[config.mk]
export PLATFORM = sky130hd
export DESIGN_NAME = i2c_byte_ctrl_flat
export DESIGN_NICKNAME = d
export VERILOG_FILES = /design/src/rtl/i2c_byte_ctrl_if.sv /design/src/rtl/i2c_byte_ctrl.sv /design/src/flat_wrapper.sv
export SDC_FILE = /design/constraint.sdc
export NUM_CORES = 1
export LEC_CHECK = 0
export CORE_MARGIN = 3
export CORE_UTILIZATION = 30
export DETAILED_ROUTE_END_ITERATION = 12
export DONT_BUFFER_PORTS = 1
export SLEW_MARGIN = 20
export SYNTH_ARGS = -nofsm -noshare
export SYNTH_HDL_FRONTEND = slang
export SYNTH_SLANG_ARGS = --single-unit
[constraint.sdc]
create_clock -name Clk -period 2.1 [get_ports Clk]
set_input_delay 0.525 -clock Clk [delete_from_list [all_inputs] [get_ports Clk]]
set_output_delay 0.525 -clock Clk [all_outputs]
set_load 0.01 [all_outputs]
[src/rtl/i2c_byte_ctrl_if.sv]
// -----------------------------------------------------------------------------
// i2c_byte_ctrl_if
// Bundle of host-side, bit-controller-side and byte-timer signals around the
// I2C byte controller.
//
// Handshakes (both levels, no data loss on stalls):
//   host  -> ctrl : Start/Stop/Read/Write are levels held by the host until
//                   Cmd_Ack pulses for one cycle; Din/Ack_In must be stable
//                   over that whole window.
//   ctrl  -> bit  : Bit_Cmd/Bit_Din are held constant until the bit
//                   controller pulses Bit_Ack for one cycle; Bit_Dout is valid
//                   in that cycle only. Al aborts whatever is in flight.
//
// Modports:
//   slave  - the byte controller itself
//   master - the environment (host, bit controller, byte timer)
// Dbg_State exposes the controller FSM state encoding for checkers.
// -----------------------------------------------------------------------------
interface i2c_byte_ctrl_if #(
    parameter int DW = 8
);
    // host command side
    logic          Start;
    logic          Stop;
    logic          Read;
    logic          Write;
    logic          Ack_In;
    logic [DW-1:0] Din;
    logic          Cmd_Ack;
    logic          Ack_Out;
    logic [DW-1:0] Dout;
    logic          Busy;
    // bit controller side
    logic [2:0]    Bit_Cmd;
    logic          Bit_Din;
    logic          Bit_Ack;
    logic          Bit_Dout;
    logic          Al;
    // external byte timer
    logic          Cnt_Load;
    logic          Cnt_Dec;
    logic          Cnt_Zero;
    // debug
    logic [2:0]    Dbg_State;

    modport slave (
        input  Start, Stop, Read, Write, Ack_In, Din,
        output Cmd_Ack, Ack_Out, Dout, Busy,
        output Bit_Cmd, Bit_Din,
        input  Bit_Ack, Bit_Dout, Al,
        output Cnt_Load, Cnt_Dec,
        input  Cnt_Zero,
        output Dbg_State
    );

    modport master (
        output Start, Stop, Read, Write, Ack_In, Din,
        input  Cmd_Ack, Ack_Out, Dout, Busy,
        input  Bit_Cmd, Bit_Din,
        output Bit_Ack, Bit_Dout, Al,
        input  Cnt_Load, Cnt_Dec,
        output Cnt_Zero,
        input  Dbg_State
    );
endinterface

[src/rtl/i2c_byte_ctrl.sv]
// -----------------------------------------------------------------------------
// i2c_byte_ctrl
// Byte-level controller of an I2C master. Turns host byte commands
// (START / WRITE / READ / STOP) into a sequence of single bit commands for the
// bit-level controller, shifts the data byte out/in MSB first, handles the
// 9th (ACK) bit and drives an external count-down timer that marks the last
// data bit of a byte.
//
// Ports:
//   Clk    clock
//   Rst_n  asynchronous reset, active low
//   bus    i2c_byte_ctrl_if.slave:
//            host    Start/Stop/Read/Write/Ack_In/Din in, Cmd_Ack/Ack_Out/
//                    Dout/Busy out
//            bit     Bit_Cmd/Bit_Din out, Bit_Ack/Bit_Dout/Al in
//            timer   Cnt_Load/Cnt_Dec out, Cnt_Zero in (timer loads DW-1)
//            debug   Dbg_State out (FSM state)
// -----------------------------------------------------------------------------
module i2c_byte_ctrl #(
    parameter int DW = 8
) (
    input logic            Clk,
    input logic            Rst_n,
    i2c_byte_ctrl_if.slave bus
);

    typedef enum logic [2:0] {
        S_IDLE  = 3'd0,
        S_START = 3'd1,
        S_WRITE = 3'd2,
        S_READ  = 3'd3,
        S_ACK   = 3'd4,
        S_STOP  = 3'd5
    } state_t;

    localparam logic [2:0] BC_NOP   = 3'b000;
    localparam logic [2:0] BC_START = 3'b001;
    localparam logic [2:0] BC_STOP  = 3'b010;
    localparam logic [2:0] BC_WRITE = 3'b011;
    localparam logic [2:0] BC_READ  = 3'b100;

    state_t        state_q, state_d;
    logic [2:0]    bit_cmd_q, bit_cmd_d;
    logic          bit_din_q, bit_din_d;
    logic          cmd_ack_q, cmd_ack_d;
    logic          ack_out_q, ack_out_d;
    logic          cnt_load_q, cnt_load_d;
    logic          was_read_q, was_read_d;
    logic [DW-1:0] sr_q, sr_d;
    logic [DW-1:0] sr_shift;
    logic          any_cmd;

    assign any_cmd  = bus.Start | bus.Stop | bus.Read | bus.Write;
    assign sr_shift = {sr_q[DW-2:0], bus.Bit_Dout};

    // State and registered outputs
    always_ff @(posedge Clk or negedge Rst_n) begin
        if (!Rst_n) begin
            state_q    <= S_IDLE;
            bit_cmd_q  <= BC_NOP;
            bit_din_q  <= 1'b0;
            cmd_ack_q  <= 1'b0;
            ack_out_q  <= 1'b0;
            cnt_load_q <= 1'b0;
            was_read_q <= 1'b0;
            sr_q       <= '0;
        end else begin
            state_q    <= state_d;
            bit_cmd_q  <= bit_cmd_d;
            bit_din_q  <= bit_din_d;
            cmd_ack_q  <= cmd_ack_d;
            ack_out_q  <= ack_out_d;
            cnt_load_q <= cnt_load_d;
            was_read_q <= was_read_d;
            sr_q       <= sr_d;
        end
    end

    // Next state and next registered outputs. Bit_Cmd is computed together
    // with the state so both change on the same edge.
    always_comb begin
        state_d    = state_q;
        bit_cmd_d  = bit_cmd_q;
        bit_din_d  = bit_din_q;
        cmd_ack_d  = 1'b0;
        ack_out_d  = ack_out_q;
        cnt_load_d = 1'b0;
        was_read_d = was_read_q;
        sr_d       = sr_q;

        if (bus.Al) begin
            // Arbitration lost wins over everything, including a Bit_Ack in
            // the same cycle: drop to IDLE silently, keep Dout/Ack_Out.
            state_d   = S_IDLE;
            bit_cmd_d = BC_NOP;
            bit_din_d = 1'b0;
        end else begin
            unique case (state_q)
                S_IDLE: begin
                    // Cmd_Ack is still high in the first IDLE cycle while the
                    // host drops its level; that cycle must not restart.
                    if (!cmd_ack_q && any_cmd) begin
                        sr_d       = bus.Din;
                        cnt_load_d = 1'b1;
                        if (bus.Start) begin
                            state_d   = S_START;
                            bit_cmd_d = BC_START;
                        end else if (bus.Read) begin
                            state_d   = S_READ;
                            bit_cmd_d = BC_READ;
                            bit_din_d = bus.Din[DW-1];
                        end else if (bus.Write) begin
                            state_d   = S_WRITE;
                            bit_cmd_d = BC_WRITE;
                            bit_din_d = bus.Din[DW-1];
                        end else begin
                            state_d   = S_STOP;
                            bit_cmd_d = BC_STOP;
                        end
                    end
                end

                S_START: begin
                    if (bus.Bit_Ack) begin
                        // Reload the timer: the data phase starts now.
                        cnt_load_d = 1'b1;
                        bit_din_d  = sr_q[DW-1];
                        if (bus.Read) begin
                            state_d   = S_READ;
                            bit_cmd_d = BC_READ;
                        end else begin
                            state_d   = S_WRITE;
                            bit_cmd_d = BC_WRITE;
                        end
                    end
                end

                S_WRITE, S_READ: begin
                    if (bus.Bit_Ack) begin
                        sr_d = sr_shift;
                        if (bus.Cnt_Zero) begin
                            // 8th data bit done: the ACK bit goes the other way.
                            state_d    = S_ACK;
                            was_read_d = (state_q == S_READ);
                            if (state_q == S_READ) begin
                                bit_cmd_d = BC_WRITE;
                                bit_din_d = bus.Ack_In;
                            end else begin
                                bit_cmd_d = BC_READ;
                                bit_din_d = 1'b1;
                            end
                        end else begin
                            bit_din_d = sr_shift[DW-1];
                        end
                    end
                end

                S_ACK: begin
                    if (bus.Bit_Ack) begin
                        if (!was_read_q) begin
                            ack_out_d = bus.Bit_Dout;
                        end
                        if (bus.Stop) begin
                            state_d   = S_STOP;
                            bit_cmd_d = BC_STOP;
                            bit_din_d = 1'b0;
                        end else begin
                            state_d   = S_IDLE;
                            bit_cmd_d = BC_NOP;
                            bit_din_d = 1'b0;
                            cmd_ack_d = 1'b1;
                        end
                    end
                end

                S_STOP: begin
                    if (bus.Bit_Ack) begin
                        state_d   = S_IDLE;
                        bit_cmd_d = BC_NOP;
                        bit_din_d = 1'b0;
                        cmd_ack_d = 1'b1;
                    end
                end

                default: begin
                    state_d   = S_IDLE;
                    bit_cmd_d = BC_NOP;
                    bit_din_d = 1'b0;
                end
            endcase
        end
    end

    // The acknowledge of the last data bit does not decrement: the timer is
    // already at zero and is reloaded for the next byte.
    assign bus.Cnt_Dec   = bus.Bit_Ack & ((state_q == S_WRITE) | (state_q == S_READ))
                           & ~bus.Cnt_Zero;
    assign bus.Cnt_Load  = cnt_load_q;
    assign bus.Busy      = (state_q != S_IDLE);
    assign bus.Bit_Cmd   = bit_cmd_q;
    assign bus.Bit_Din   = bit_din_q;
    assign bus.Cmd_Ack   = cmd_ack_q;
    assign bus.Ack_Out   = ack_out_q;
    assign bus.Dout      = sr_q;
    assign bus.Dbg_State = state_q;

endmodule
[src/flat_wrapper.sv]
// flat-port wrapper written by rule: the top's interface ports become plain ports
module i2c_byte_ctrl_flat 
#(
    parameter int DW = 8
)
  (Clk, Rst_n, bus_Start, bus_Stop, bus_Read, bus_Write, bus_Ack_In, bus_Din, bus_Cmd_Ack, bus_Ack_Out, bus_Dout, bus_Busy, bus_Bit_Cmd, bus_Bit_Din, bus_Bit_Ack, bus_Bit_Dout, bus_Al, bus_Cnt_Load, bus_Cnt_Dec, bus_Cnt_Zero, bus_Dbg_State);
  i2c_byte_ctrl_if #(.DW(DW)) bus_i ();
  input logic Clk;
  input logic Rst_n;
  input wire logic [$bits(bus_i.Start)-1:0] bus_Start;
  input wire logic [$bits(bus_i.Stop)-1:0] bus_Stop;
  input wire logic [$bits(bus_i.Read)-1:0] bus_Read;
  input wire logic [$bits(bus_i.Write)-1:0] bus_Write;
  input wire logic [$bits(bus_i.Ack_In)-1:0] bus_Ack_In;
  input wire logic [$bits(bus_i.Din)-1:0] bus_Din;
  output wire logic [$bits(bus_i.Cmd_Ack)-1:0] bus_Cmd_Ack;
  output wire logic [$bits(bus_i.Ack_Out)-1:0] bus_Ack_Out;
  output wire logic [$bits(bus_i.Dout)-1:0] bus_Dout;
  output wire logic [$bits(bus_i.Busy)-1:0] bus_Busy;
  output wire logic [$bits(bus_i.Bit_Cmd)-1:0] bus_Bit_Cmd;
  output wire logic [$bits(bus_i.Bit_Din)-1:0] bus_Bit_Din;
  input wire logic [$bits(bus_i.Bit_Ack)-1:0] bus_Bit_Ack;
  input wire logic [$bits(bus_i.Bit_Dout)-1:0] bus_Bit_Dout;
  input wire logic [$bits(bus_i.Al)-1:0] bus_Al;
  output wire logic [$bits(bus_i.Cnt_Load)-1:0] bus_Cnt_Load;
  output wire logic [$bits(bus_i.Cnt_Dec)-1:0] bus_Cnt_Dec;
  input wire logic [$bits(bus_i.Cnt_Zero)-1:0] bus_Cnt_Zero;
  output wire logic [$bits(bus_i.Dbg_State)-1:0] bus_Dbg_State;
  assign bus_i.Start = bus_Start;
  assign bus_i.Stop = bus_Stop;
  assign bus_i.Read = bus_Read;
  assign bus_i.Write = bus_Write;
  assign bus_i.Ack_In = bus_Ack_In;
  assign bus_i.Din = bus_Din;
  assign bus_Cmd_Ack = bus_i.Cmd_Ack;
  assign bus_Ack_Out = bus_i.Ack_Out;
  assign bus_Dout = bus_i.Dout;
  assign bus_Busy = bus_i.Busy;
  assign bus_Bit_Cmd = bus_i.Bit_Cmd;
  assign bus_Bit_Din = bus_i.Bit_Din;
  assign bus_i.Bit_Ack = bus_Bit_Ack;
  assign bus_i.Bit_Dout = bus_Bit_Dout;
  assign bus_i.Al = bus_Al;
  assign bus_Cnt_Load = bus_i.Cnt_Load;
  assign bus_Cnt_Dec = bus_i.Cnt_Dec;
  assign bus_i.Cnt_Zero = bus_Cnt_Zero;
  assign bus_Dbg_State = bus_i.Dbg_State;
  i2c_byte_ctrl #(.DW(DW)) u_core (.Clk(Clk), .Rst_n(Rst_n), .bus(bus_i));
endmodule
==> run metrics, run 1 <==
Sink Count 19; global-route wire length before repair 4600 µm; max-cap violation count 0; count leader, synth dfrtp_1; I/O Pins 39; CP endpoint kind register; Hold Path Sink u_core.bus.Bit_Din$_DFFE_PN0P_; Synth warnings 0; Critical Path RT 2.28 ns; Setup violations, final 0; biggest area consumer among synthesized cells dfrtp_1; syn_nets 137; Die X 68.2 µm; Setup Crit Path Kind reg2reg; H-Tree Depth 1; WL/cell 17.8 µm; Iteration-0 DRC Markers 43; Post-DP Area 1200 µm²; clock root cell clkbuf_8; R2R depth 5; post-synthesis sequential area ratio 40.9%; Min-Delay Path Depth 1; Area contributors post-synth dfrtp_1 (41%), mux2i_1 (7.8%), mux2_2 (6.8%), o21ai_0 (4.3%), o21ai_1 (3.4%); worst vdd rail ir drop 0.000458 V; min-delay src bus_Al; row count 21; Synth cell types 39; Worst EP arrival 2.01 ns; number of synthesized flops with an enable pin 0; Pins Over Slew Limit 0; maximum clock frequency 0.546 GHz; reg2reg start u_core.bus.Dbg_State[1]$_DFFE_PN0P_; mapped cell area 1160 µm²; P_leak 0.540 nW; DR DRC count 0; core box area 3520 µm²; Startpoint Class register; setup tns final 0 ns; Final #Nets 139; Setup Skew 0.00428 ns; Tcrit/Tclk final 87.3%; post-route ant nets 0; grt total ovfl 0; CTS tree done; Pre-Repair DR Iteration Count 4; Total Wirelength 2930 µm; register bit total from synthesis 19; Rel. slew slack 41.0%; Die Height 68.2 µm; top_reg_cell synth dfrtp_1; vias per inst 5.77; ys async rst share 100%; Worst-Skew Late Latency 0.26 ns; Antenna Diode Count 0; HPWL Detailed 2220 µm; Tot GR Track Use 13.5%; pre-CTS WS 0.230 ns; crit path max fanout 11; RSZ-0062 raised after global routing false; filler instances 362; cell count after synthesis 118; Bufs on Longest Clock Path 2; TritonCTS Buffers 3; synth cell count leaders dfrtp_1 (19), o21ai_0 (10), mux2i_1 (9), nor2_1 (9), o21ai_1 (8); post-route cell area 1250 µm²; area share of the leading cell type in the synthesized netlist 40.9%; die area 4650 µm²; setup ws final 0.268 ns; post-layout util 35.6%; Worst-path clk slew 0.07 ns; largest net degree at the start of global routing 20; worst min path class in2reg; routability cong. 0.822; Initial Util 33.0%; vias 952; P per Cell Area 1480 nW/µm²; area added between synthesis and finish 7.97%; vias in the first global route 911; RR Endpoint u_core.bus.Dout[2]$_DFFE_PN0P_; initial antenna violation count 0; port buffer count 0; Hold Vio Cnt, Final 0; ratio of cells with drive above 1 in the final layout 16.0%; setup slack, reg-to-reg 0.27 ns; Avg Inst Size Synth 9.84 µm²; fin crit period 1.83 ns; actual slew at the worst max-slew pin 0.882 ns; status completed
## sequential cells by signal, indices dropped and copies added, names as in the netlist
register,flops
u_core.bus.Dout,8
u_core.bus.Bit_Cmd,3
u_core.bus.Dbg_State,3
u_core.bus.Ack_Out,1
u_core.bus.Bit_Din,1
u_core.bus.Cmd_Ack,1
u_core.bus.Cnt_Load,1
u_core.was_read_q,1
## cells by family (layout without fill, tap and decap cells)
logic type | count (synthesis) | in the layout | share of synthesized area [%]
muxes | 16 | 16 | 14.5
and+or+nand+nor | 31 | 31 | 15.1
buffers and inverters | 12 | 13 | 5.60
DFF | 19 | 19 | 40.9
AOI/OAI and AO/OA | 40 | 40 | 23.8
## per-layer routing
layer,wire (µm),vias to the layer above,GRT usage [%]
met3,283,8,4.60
met5,0,-,0
met4,110,0,9.18
met2,1430,43,20.7
met1,1110,466,15.7
li1,-,435,-
## repair_timing
action                                 CTS  global route
resized for setup                        0             0
endpoints found under the hold margin   19             0
hold buffers                             1             0
buffers inserted                         0             0
## where the power goes
part	switching, mW	total (mW)	internal, mW
clock network	0.127	0.262	0.135
logic	0.447	0.828	0.381
registers	0.245	0.769	0.525
## layout by cell type, fill, tap and decap left out, types with 2 or more instances in the layout
cell type  instances
nor3_1             3
o211ai_1           2
inv_1              3
mux2i_1            9
o21ai_1            8
nand2_1            4
a2bb2oi_1          4
nand2b_1           6
a21oi_1            2
clkbuf_8           3
nor2_1             9
buf_4              4
o21ai_0           10
mux2_2             7
dfrtp_1           19
a211oi_1           2
## worst max path at each step
stage | from | end | depth (start not counted)
2_1_floorplan | bus_Al | u_core.bus.Bit_Cmd[0]$_DFFE_PN0P_ | 4
6_report | u_core.bus.Dbg_State[1]$_DFFE_PN0P_ | u_core.bus.Dout[2]$_DFFE_PN0P_ | 5
4_1_cts | u_core.bus.Dbg_State[2]$_DFFE_PN0P_ | bus_Cnt_Dec | 2
3_3_place_gp | bus_Stop | u_core.bus.Bit_Cmd[0]$_DFFE_PN0P_ | 4
3_5_place_dp | bus_Stop | u_core.bus.Bit_Cmd[2]$_DFFE_PN0P_ | 4
5_1_grt | u_core.bus.Dbg_State[1]$_DFFE_PN0P_ | u_core.bus.Dout[3]$_DFFE_PN0P_ | 5
## worst max-delay path, stage by stage, from the launching register on
cell and delay, ns:
dfrtp_1 0.52, nor3_4 0.24, inv_2 0.08, o31a_1 0.39
or2_1 0.35, o21ai_1 0.17
## area by class of cell
| type | instances | area (µm²) | area share (%) |
|---|---|---|---|
| Multi-Input combinational cell | 87 | 621 | 49.5 |
| Sequential cell | 19 | 475 | 37.9 |
| Tap cell | 46 | 57.6 | 4.59 |
| Timing Repair Buffer | 5 | 40.0 | 3.19 |
| Inverter | 4 | 15.0 | 1.20 |
| Clock buffer | 4 | 45.0 | 3.59 |
## metrics by stage
step | total power, mW | hold WS [ns] | instances
floorplan | 1.42 | 0.229 | 118
global placement | 1.59 | 0.230 | 160
detailed placement | 1.60 | 0.230 | 160
CTS | 1.88 | 0.317 | 165
global route | 2.00 | 0.319 | 165
finish | 1.86 | 0.326 | 165
Power figures use the tool's default switching activity.
==> run 2, diff against run 1 <==
MAX_ROUTING_LAYER = met4   (was not set)
==> run 2 against run 1 <==
- global-route usage is 0.72 points higher
- non-clock buffer count is 1 higher
- sequential power is 0.8% higher
- largest power group unchanged
- clock skew is 0.0027 ns lower
==> run metrics, run 2 (same netlist as run 1, synthesis figures left out) <==
Rel. slew slack 42.6% (+1.5 points); Sink Count 19 (unchanged); total power 1.87 mW (+0.58%); Critical Path RT 1.57 ns (-0.71 ns); Worst EP arrival 1.37 ns (-0.64 ns); die area 4650 µm² (unchanged); DR DRC count 0 (unchanged); Iteration-0 DRC Markers 23 (-47%); CTS tree done; WL/cell 18.1 µm (+1.9%); vias per inst 5.55 (-3.8%); clock root cell clkbuf_8; Setup Skew 0.00159 ns (-0.00269 ns); sw power 0.820 mW (+0.31%); I/O Pins 39 (unchanged); Antenna Diode Count 0 (unchanged); Pre-Repair DR Iteration Count 4 (unchanged); area added between synthesis and finish 8.73%; worst min path class in2reg; most frequent cells in the layout dfrtp_1 (19), o21ai_0 (10), nor2_1 (9), mux2i_1 (9), o21ai_1 (8); Worst-path clk slew 0.07 ns (about the same); post-route ant nets 0 (unchanged); ratio of cells with drive above 1 in the final layout 17.5% (+1.5 points); HPWL Detailed 2310 µm (+4.1%); Setup violations, final 0 (unchanged); Pins Over Slew Limit 0 (unchanged); routability cong. 0.820 (-0.22%); Tcrit/Tclk final 90.5% (+3.2 points); Setup Crit Path Kind reg2out; worst vdd rail ir drop 0.000338 V (-26%); Bufs on Longest Clock Path 2 (unchanged); Post-CTS Resized 0 (unchanged); Total Wirelength 3010 µm (+2.6%); core box area 3520 µm² (unchanged); Die X 68.2 µm (unchanged); P_leak 0.548 nW (+1.4%); Fin Hold WS 0.327 ns (+0.00107 ns); Final #Nets 140 (+0.72%); largest net degree at the start of global routing 20 (unchanged); post-layout util 35.9% (+0.25 points); share of power burned in registers 41.5% (about the same); global-route wire length before repair 4670 µm (+1.7%); actual slew at the worst max-slew pin 0.858 ns (-0.0231 ns); commonest non-fill, non-tap cell in the layout dfrtp_1; number of flip-flops under the largest register name 8 (unchanged); combinational cell fraction of total power 45.0% (+0.5 points); Worst-Skew Late Latency 0.26 ns (about the same); CP endpoint kind primary output; crit path max fanout 12 (+1); initial antenna violation count 0 (unchanged); Tot GR Track Use 14.2% (+0.72 points); Die Height 68.2 µm (unchanged); setup tns final 0 ns (unchanged); Initial Util 33.0% (unchanged); fin crit period 1.90 ns (+0.0675 ns); maximum clock frequency 0.526 GHz (-3.6%); TritonCTS Buffers 3 (unchanged); vias in the first global route 880 (-3.4%); grt total ovfl 0 (unchanged); vias 921 (-3.3%); H-Tree Depth 1 (unchanged); Hold Vio Cnt, Final 0 (unchanged); row count 21 (unchanged); internal power 1.05 mW (+0.79%); Startpoint Class register; Clk network pwr share 13.6% (-0.5 points); RSZ-0062 raised after global routing false; switching part of the total power 43.9% (-0.12 points); port buffer count 0 (unchanged); status completed; P per Cell Area 1480 nW/µm² (-0.12%); max-cap violation count 0 (unchanged)
## run 2: changes by cell type in the layout (fill, tap and decap cells not counted), sizes merged
cell | before | now
buf | 4 | 5
clkinv | 0 | 1
clkbuf | 4 | 3
## run 2: path summary, 6_finish.rpt
kind | to | start | slack [ns] | cells past startpoint
worst min register to register | u_core.was_read_q$_DFFE_PN0P_ | u_core.was_read_q$_DFFE_PN0P_ | 0.54 | 1
worst max register to register | u_core.bus.Bit_Cmd[1]$_DFFE_PN0P_ | u_core.bus.Dbg_State[0]$_DFFE_PN0P_ | 0.23 | 3
worst min-delay path | u_core.bus.Bit_Din$_DFFE_PN0P_ | bus_Al | 0.33 | 1
worst max-delay path | bus_Cnt_Dec | u_core.bus.Dbg_State[1]$_DFFE_PN0P_ | 0.20 | 3
max in group asynchronous | u_core.bus.Dout[5]$_DFFE_PN0P_ | Rst_n | 0.75 | 1
min in group asynchronous | u_core.bus.Cmd_Ack$_DFF_PN0_ | Rst_n | 0.82 | 1
## run 2: what timing repair did
item,4_1_cts,5_1_grt
buffers inserted,0,0
hold endpoints to repair,19,0
hold buffers,1,0
## run 2: area by class of cell
type	count	area, µm²
timing repair buffer	6	47.5
multi-input combinational	87	621
sequential	19	475
tap	46	57.6
clock buffer	3	41.3
clock inverter	1	5.00
inverter	4	15.0
fill	378	2260
## run 2: layer usage
| metal | up-vias | track usage [%] | routed length (µm) | share of wire (%) |
|---|---|---|---|---|
| met3 | 6 | 5.09 | 211 | 7.0 |
| met2 | 21 | 20.9 | 1470 | 49 |
| li1 | 440 | - | - | - |
| met5 | - | - | 0 | 0 |
| met4 | 0 | 7.69 | 86 | 2.9 |
| met1 | 454 | 16.8 | 1240 | 41 |
## run 2: power by group through the flow
stage / clock (mW) / sequential [mW] / combinational [mW]
2_1_floorplan: 0 / 0.716 / 0.705
3_3_place_gp: 0 / 0.778 / 0.823
3_5_place_dp: 0 / 0.788 / 0.843
4_1_cts: 0.266 / 0.782 / 0.854
5_1_grt: 0.276 / 0.806 / 0.936
6_report: 0.254 / 0.775 / 0.841
## run 2: worst max-delay path: stages, from the launching register on
cell	delay, ns
dfrtp_1	0.49
buf_4	0.25
nand3b_1	0.14
nor2_1	0.24
## run 2: metrics by stage
step / setup WS [ns] / std cells / area (µm²)
global route: 0.0717 / 166 / 1260
floorplan: 0.214 / 118 / 1160
finish: 0.200 / 166 / 1260
CTS: 0.154 / 166 / 1260
detailed placement: 0.177 / 161 / 1210
global placement: 0.240 / 161 / 1210
